==> src/rtl/vedic_pkg.sv <==
// Shared constants and elaboration helpers for the pipelined Vedic multiplier.
package vedic_pkg;

  localparam int MIN_WIDTH = 4;
  localparam int MAX_WIDTH = 16;

  function automatic int clog2(input int value);
    int r;
    r = 0;
    for (int i = 0; i < 31; i++) begin
      if ((32'sd1 << i) < value) begin
        r = i + 1;
      end else begin
        r = r;
      end
    end
    return r;
  endfunction

  function automatic int vedic_half(input int w);
    return w / 2;
  endfunction

  function automatic bit width_ok(input int w);
    return (w >= MIN_WIDTH) && (w <= MAX_WIDTH) && ((32'sd1 << clog2(w)) == w);
  endfunction

endpackage

==> src/rtl/vedic_mul_comb.sv <==
// Recursive combinational Urdhva-Tiryagbhyam multiplier, W x W -> 2W unsigned.
module vedic_mul_comb
  import vedic_pkg::*;
#(
  parameter int W = 2
) (
  input  logic [W-1:0]   a,
  input  logic [W-1:0]   b,
  output logic [2*W-1:0] p
);

  if (W == 2) begin : g_base
    logic pp00_s, pp10_s, pp01_s, pp11_s, c1_s;

    assign pp00_s = a[0] & b[0];
    assign pp10_s = a[1] & b[0];
    assign pp01_s = a[0] & b[1];
    assign pp11_s = a[1] & b[1];
    assign c1_s   = pp10_s & pp01_s;
    assign p      = {pp11_s & c1_s, pp11_s ^ c1_s, pp10_s ^ pp01_s, pp00_s};
  end else begin : g_rec
    localparam int H = vedic_half(W);

    logic [W-1:0]   q_ll_s, q_hl_s, q_lh_s, q_hh_s;
    logic [W:0]     mid_s;
    logic [2*W-1:0] mid_ext_s;

    vedic_mul_comb #(.W(H)) u_ll (.a(a[H-1:0]), .b(b[H-1:0]), .p(q_ll_s));
    vedic_mul_comb #(.W(H)) u_hl (.a(a[W-1:H]), .b(b[H-1:0]), .p(q_hl_s));
    vedic_mul_comb #(.W(H)) u_lh (.a(a[H-1:0]), .b(b[W-1:H]), .p(q_lh_s));
    vedic_mul_comb #(.W(H)) u_hh (.a(a[W-1:H]), .b(b[W-1:H]), .p(q_hh_s));

    // Cross terms are summed one bit wider so their carry is never dropped.
    assign mid_s     = {1'b0, q_hl_s} + {1'b0, q_lh_s};
    assign mid_ext_s = {{(W-1){1'b0}}, mid_s} << H;
    assign p         = {q_hh_s, q_ll_s} + mid_ext_s;
  end

endmodule

==> src/rtl/vedic_mul_pipe.sv <==
// Two-stage pipelined signed/unsigned Vedic multiplier with valid/ready streaming.
module vedic_mul_pipe
  import vedic_pkg::*;
#(
  parameter  int WIDTH = 8,
  localparam int OUT_W = 2 * WIDTH
) (
  input  logic             clk,
  input  logic             rst_n,
  input  logic             in_valid,
  output logic             in_ready,
  input  logic [WIDTH-1:0] in_a,
  input  logic [WIDTH-1:0] in_b,
  input  logic             in_signed,
  output logic             out_valid,
  input  logic             out_ready,
  output logic [OUT_W-1:0] out_p
);

  localparam int H = vedic_half(WIDTH);
  localparam logic [WIDTH-1:0] ONE_W = {{(WIDTH-1){1'b0}}, 1'b1};
  localparam logic [OUT_W-1:0] ONE_P = {{(OUT_W-1){1'b0}}, 1'b1};

  if (!width_ok(WIDTH)) begin : g_bad_width
    $error("vedic_mul_pipe: WIDTH must be a power of two in 4..16");
  end

  logic             adv_s;
  logic [WIDTH-1:0] a_mag_s, b_mag_s;
  logic             neg_s;
  logic [WIDTH-1:0] q_ll_s, q_hl_s, q_lh_s, q_hh_s;

  logic [WIDTH-1:0] q_ll_d, q_hl_d, q_lh_d, q_hh_d;
  logic [WIDTH-1:0] q_ll_q, q_hl_q, q_lh_q, q_hh_q;
  logic             neg_d, neg_q, s1_valid_d, s1_valid_q;
  logic [WIDTH:0]   mid_s;
  logic [OUT_W-1:0] sum_s;
  logic [OUT_W-1:0] out_p_d, out_p_q;
  logic             out_valid_d, out_valid_q;

  // Whole pipeline moves only when the output slot is empty or being drained.
  assign adv_s     = ~out_valid_q | out_ready;
  assign in_ready  = adv_s;
  assign out_valid = out_valid_q;
  assign out_p     = out_p_q;

  // Stage 0: magnitudes and result sign; 2^(W-1) still fits as an unsigned magnitude.
  always_comb begin
    a_mag_s = in_a;
    b_mag_s = in_b;
    neg_s   = 1'b0;
    if (in_signed) begin
      a_mag_s = in_a[WIDTH-1] ? (~in_a + ONE_W) : in_a;
      b_mag_s = in_b[WIDTH-1] ? (~in_b + ONE_W) : in_b;
      neg_s   = in_a[WIDTH-1] ^ in_b[WIDTH-1];
    end else begin
      a_mag_s = in_a;
      b_mag_s = in_b;
      neg_s   = 1'b0;
    end
  end

  vedic_mul_comb #(.W(H)) u_q_ll (.a(a_mag_s[H-1:0]),     .b(b_mag_s[H-1:0]),     .p(q_ll_s));
  vedic_mul_comb #(.W(H)) u_q_hl (.a(a_mag_s[WIDTH-1:H]), .b(b_mag_s[H-1:0]),     .p(q_hl_s));
  vedic_mul_comb #(.W(H)) u_q_lh (.a(a_mag_s[H-1:0]),     .b(b_mag_s[WIDTH-1:H]), .p(q_lh_s));
  vedic_mul_comb #(.W(H)) u_q_hh (.a(a_mag_s[WIDTH-1:H]), .b(b_mag_s[WIDTH-1:H]), .p(q_hh_s));

  // Stage 1 next-state: load quarter products on advance, otherwise hold.
  always_comb begin
    q_ll_d     = q_ll_q;
    q_hl_d     = q_hl_q;
    q_lh_d     = q_lh_q;
    q_hh_d     = q_hh_q;
    neg_d      = neg_q;
    s1_valid_d = s1_valid_q;
    if (adv_s) begin
      q_ll_d     = q_ll_s;
      q_hl_d     = q_hl_s;
      q_lh_d     = q_lh_s;
      q_hh_d     = q_hh_s;
      neg_d      = neg_s;
      s1_valid_d = in_valid;
    end else begin
      s1_valid_d = s1_valid_q;
    end
  end

  // Stage 2 next-state: recombine quarters, reapply sign; negating zero stays zero.
  always_comb begin
    mid_s       = {1'b0, q_hl_q} + {1'b0, q_lh_q};
    sum_s       = {q_hh_q, q_ll_q} + ({{(WIDTH-1){1'b0}}, mid_s} << H);
    out_p_d     = out_p_q;
    out_valid_d = out_valid_q;
    if (adv_s) begin
      out_p_d     = neg_q ? (~sum_s + ONE_P) : sum_s;
      out_valid_d = s1_valid_q;
    end else begin
      out_valid_d = out_valid_q;
    end
  end

  // Pipeline registers; reset discards everything in flight.
  always_ff @(posedge clk or negedge rst_n) begin
    if (!rst_n) begin
      q_ll_q      <= {WIDTH{1'b0}};
      q_hl_q      <= {WIDTH{1'b0}};
      q_lh_q      <= {WIDTH{1'b0}};
      q_hh_q      <= {WIDTH{1'b0}};
      neg_q       <= 1'b0;
      s1_valid_q  <= 1'b0;
      out_p_q     <= {OUT_W{1'b0}};
      out_valid_q <= 1'b0;
    end else begin
      q_ll_q      <= q_ll_d;
      q_hl_q      <= q_hl_d;
      q_lh_q      <= q_lh_d;
      q_hh_q      <= q_hh_d;
      neg_q       <= neg_d;
      s1_valid_q  <= s1_valid_d;
      out_p_q     <= out_p_d;
      out_valid_q <= out_valid_d;
    end
  end

endmodule

==> config.mk <==
export PLATFORM = sky130hd
export DESIGN_NAME = vedic_mul_pipe
export DESIGN_NICKNAME = d
export VERILOG_FILES = /design/src/rtl/vedic_pkg.sv /design/src/rtl/vedic_mul_comb.sv /design/src/rtl/vedic_mul_pipe.sv
export SDC_FILE = /design/constraint.sdc
export NUM_CORES = 1
export LEC_CHECK = 0
export BUFFER_PORTS_ARGS = -buffer_cell sky130_fd_sc_hd__buf_4
export CAP_MARGIN = 20
export CORE_MARGIN = 3
export CORE_UTILIZATION = 45
export DETAILED_ROUTE_END_ITERATION = 6
export GPL_ROUTABILITY_DRIVEN = 0
export SYNTH_ARGS = -nofsm -noshare
export SYNTH_HDL_FRONTEND = slang
export SYNTH_SLANG_ARGS = --single-unit
==> constraint.sdc <==
create_clock -name clk -period 7.2 [get_ports clk]
set_input_delay 0.72 -clock clk [delete_from_list [all_inputs] [get_ports clk]]
set_output_delay 0.72 -clock clk [all_outputs]
set_load 0.02 [all_outputs]
==> reports/qor.tcl <==
set qor(maxCapViolations) 0
set qor(fp.dieArea_sq_um) 12400
set qor(grt_setup_unrepaired) {no}
set qor(cts_hold_buf) 0
set qor(max_clock_freq_ghz) 0.233
set qor(worst_slew_margin_rel_pct) 42.1
set qor(crit_path_max_incr_delay_ps) 580
set qor(syn_to_final_growth_pct) 10.5
set qor(chipHeight_um) 112
set qor(post_synth_num_cell_types) 49
set qor(nets) 747
set qor(drc) 0
set qor(finish.cell_count_without_fillers) 763
set qor(final.setup.tns_ps) 0
set qor(critical-path-top-cell-by-count) {sky130_fd_sc_hd__ha_1}
set qor(dpl.hpwl_mm) 8.60
set qor(cts.root.buffer_cell) {sky130_fd_sc_hd__clkbuf_8}
set qor(cp_cell_sequence) {buf_4, or3_1, or3_1, nand3_1, xor2_1, nor2_1, ha_1, ha_1, ha_1, xor2_1, ha_1, a21oi_1, o21bai_1, a21oi_1, xor2_1, o21ai_1}
set qor(ctsHtreeMaxLevel) 2
set qor(firstDrtPassIters) 4
set qor(syn-mean-instance-area_sq_um) 8.49
set qor(postSynthRegisterBits) 51
set qor(worst-path-max-fanout) 8
set qor(port_buffers) 38
set qor(core-area_sq_um) 10600
set qor(synth-edff-count) 0
set qor(synth.yosys.seq_area_share_pct) 25.4
set qor(routed-via-count) 4042
set qor(post_synthesis_net_count) 712
set qor(layout.cells.most_common_list) {sky130_fd_sc_hd__ha_1, sky130_fd_sc_hd__nor2_1, sky130_fd_sc_hd__nand2_1}
set qor(wl_per_cell_um) 14.2
set qor(min-delay-path-class) {in2async}
set qor(leakage_nw) 2.90
set qor(critPathKind) {in2reg}
set qor(hold_viol) 0
set qor(final-setup-viol-count) 0
set qor(timing.final.ws_setup_ps) 2900
set qor(utilization_pct) 52.3
set qor(layout_min_cycle_time_ps) 4300
set qor(place.detailed.instances) 755
set qor(power_switching_share_pct) 47.0
set qor(worst_pin_slew_ps) 863
set qor(finalMaxSlewViolations) 0
set qor(die_w_um) 112
set qor(worst_setup_hold_path_clk_slew_ps) 90
set qor(final.setup_skew_ps) 3.32
set qor(tritoncts_clock_tree) {built}
set qor(antenna-diode-count) 0
set qor(cts_sinks) 51
set qor(placement.cell_area_sq_um) 5450
set qor(worstSetupStartpointType) {primary input}
set qor(layout_worst_path_cycle_share_pct) 59.7
set qor(grt.total_usage_pct) 18.4
set qor(post-cts-setup-buffer-count) 0
set qor(yosys_most_used_dff) {sky130_fd_sc_hd__dfrtp_1}
set qor(initial_antenna_violation_count) 0
set qor(peakVddDrop_mv) 0.193
set qor(starting_density_pct) 47.3
set qor(numCtsBuffers) 5
set qor(timing.critical_path.required_ps) 7380
set qor(io_pins) 39
set qor(grt_max_degree) 63
set qor(netlist_instances) 591
set qor(yosysWarnings) 0
set qor(layout-drive-gt1-share_pct) 9.09
set qor(synth_area_sq_um) 5010
set qor(clockPowerShare_pct) 9.4
set qor(status) {completed}
set qor(stdcell_area_sq_um) 5540
set qor(first_global_vias) 4183
set qor(clockBufferDepth) 2
set qor(ys_async_sr_fraction_pct) 100
set qor(switching_power_uw) 898
set qor(cts-resized-gates) 0
set qor(power-per-cell-area_nw_per_um2) 344
set qor(layout_commonest_cell) {sky130_fd_sc_hd__ha_1}
set qor(final_antenna_net_count) 0
set qor(worst-r2r-setup-slack_ps) 3280
set qor(first_pass_grt_wire_length_mm) 19.4
set qor(place_ws_ps) 2550
set qor(initialDrtViolationCount) 228
set qor(critical_path_arrival_ps) 4480
set qor(endpoint_kind) {register}
set qor(critical_path.slowest_cell) {sky130_fd_sc_hd__xor2_1}
set qor(worstSkewPairLatency_ps) 310
set qor(sequential_share_of_power_pct) 23.9
set qor(post_drt_via_cell_ratio) 5.30
set qor(gr-total-overflow) 0
set qor(rows) 37
set qor(routed_wire_length_mm) 10.8
set qor(cell_internal_pwr_mw) 1.01
set qor(combinational_power_share_pct) 66.8
-- power groups by stage --
| stage | Sequential, mW | Combinational [mW] | Clock [mW] |
|---|---|---|---|
| final | 0.455 | 1.27 | 0.179 |
| after global routing | 0.470 | 1.45 | 0.200 |
| after CTS | 0.458 | 1.28 | 0.188 |
| after detailed placement | 0.464 | 1.27 | 0 |
| after global placement | 0.459 | 1.25 | 0 |
| after floorplan | 0.493 | 0.943 | 0 |
-- area by class of cell --
class                      count  area, sq um
clock buffer                   7         86.3
clock inverter                 1         8.76
fill                        1041         5060
inverter                      26          103
multi-input combinational    502         3600
sequential                    51         1280
tap                          136          170
timing repair buffer          40          300
-- cells by family (layout without fill, tap and decap cells) --
family | Yosys count | in the layout | synth area share [%]
flops | 51 | 51 | 25.4
simple gates | 204 | 204 | 17.4
fa+ha+maj | 100 | 100 | 26.4
compound gates | 134 | 134 | 16.4
xor+xnor | 59 | 59 | 10.3
buf+inv | 38 | 74 | 2.94
mux | 5 | 5 | 1.05
-- flip-flops by register name, indices dropped and copies added, names as in the netlist --
| register | flops |
|---|---|
| out_p | 16 |
| q_hh_q | 8 |
| q_hl_q | 8 |
| q_lh_q | 8 |
| q_ll_q | 8 |
| neg_q | 1 |
| out_valid | 1 |
| s1_valid_q | 1 |
-- routing by layer --
layer / up-vias / part of all wire [%] / global-route usage (%) / wire length [um]
met1: 1839 / 48 / 24.7 / 5230
met2: 72 / 46 / 31.3 / 5010
met5: - / 0 / 0 / 0
li1: 2112 / - / - / -
met3: 19 / 3.0 / 1.96 / 321
met4: 0 / 2.3 / 5.60 / 253
-- synthesized netlist by cell type, types with 2 or more instances --
master	number	area, sq um
sky130_fd_sc_hd__o21bai_1	4	30.0
sky130_fd_sc_hd__fa_1	10	200
sky130_fd_sc_hd__a21o_1	22	165
sky130_fd_sc_hd__nand4_1	2	12.5
sky130_fd_sc_hd__xnor2_1	34	298
sky130_fd_sc_hd__nand3_1	7	35.0
sky130_fd_sc_hd__nor3_1	4	20.0
sky130_fd_sc_hd__ha_1	90	1130
sky130_fd_sc_hd__o21ai_0	26	130
sky130_fd_sc_hd__o21ai_1	16	80.1
sky130_fd_sc_hd__clkbuf_1	12	45.0
sky130_fd_sc_hd__and2_1	3	18.8
sky130_fd_sc_hd__clkinv_1	2	7.51
sky130_fd_sc_hd__or4_1	2	15.0
sky130_fd_sc_hd__nand2_1	77	289
sky130_fd_sc_hd__a21oi_1	40	200
sky130_fd_sc_hd__o21a_1	4	30.0
sky130_fd_sc_hd__xor2_1	25	219
sky130_fd_sc_hd__mux2i_1	3	30.0
sky130_fd_sc_hd__mux2_2	2	22.5
sky130_fd_sc_hd__nor2b_1	3	18.8
sky130_fd_sc_hd__nor2_1	89	334
sky130_fd_sc_hd__o211ai_1	3	22.5
sky130_fd_sc_hd__inv_4	2	12.5
sky130_fd_sc_hd__dfrtp_1	51	1280
sky130_fd_sc_hd__or3_1	5	31.3
sky130_fd_sc_hd__nand2b_1	5	31.3
sky130_fd_sc_hd__a211oi_1	2	15.0
sky130_fd_sc_hd__o31ai_1	6	45.0
sky130_fd_sc_hd__inv_1	21	78.8
-- critical path: cells and delay by family --
family	cells	cell delay, ps
AOI/OAI and AO/OA	4	570
xor gates and xnor gates	3	920
adders and majority gates	4	1210
buffers and inverters	1	120
and+or+nand+nor	4	940
-- through the flow --
| stage | hold slack (ps) | total power [mW] |
|---|---|---|
| 2_1_floorplan | 424 | 1.44 |
| 3_3_place_gp | 449 | 1.71 |
| 3_5_place_dp | 463 | 1.74 |
| 4_1_cts | 445 | 1.93 |
| 5_1_grt | 472 | 2.12 |
| 6_report | 407 | 1.91 |
-- path summary, 6_finish.rpt --
| kind | from | endpoint | cells past startpoint |
|---|---|---|---|
| setup / recovery | in_a[1] | q_hh_q[7]$_DFFE_PN0P_ | 16 |
| hold / removal | rst_n | out_p[1]$_DFFE_PN0P_ | 1 |
| max in group asynchronous | rst_n | q_ll_q[1]$_DFFE_PN0P_ | 1 |
| min in group clk | q_lh_q[3]$_DFFE_PN0P_ | q_lh_q[3]$_DFFE_PN0P_ | 2 |
| setup reg to reg | q_lh_q[0]$_DFFE_PN0P_ | out_p[15]$_DFFE_PN0P_ | 15 |
| hold reg to reg | q_lh_q[3]$_DFFE_PN0P_ | q_lh_q[3]$_DFFE_PN0P_ | 2 |
Note: power is estimated with default switching activity, not from simulation.
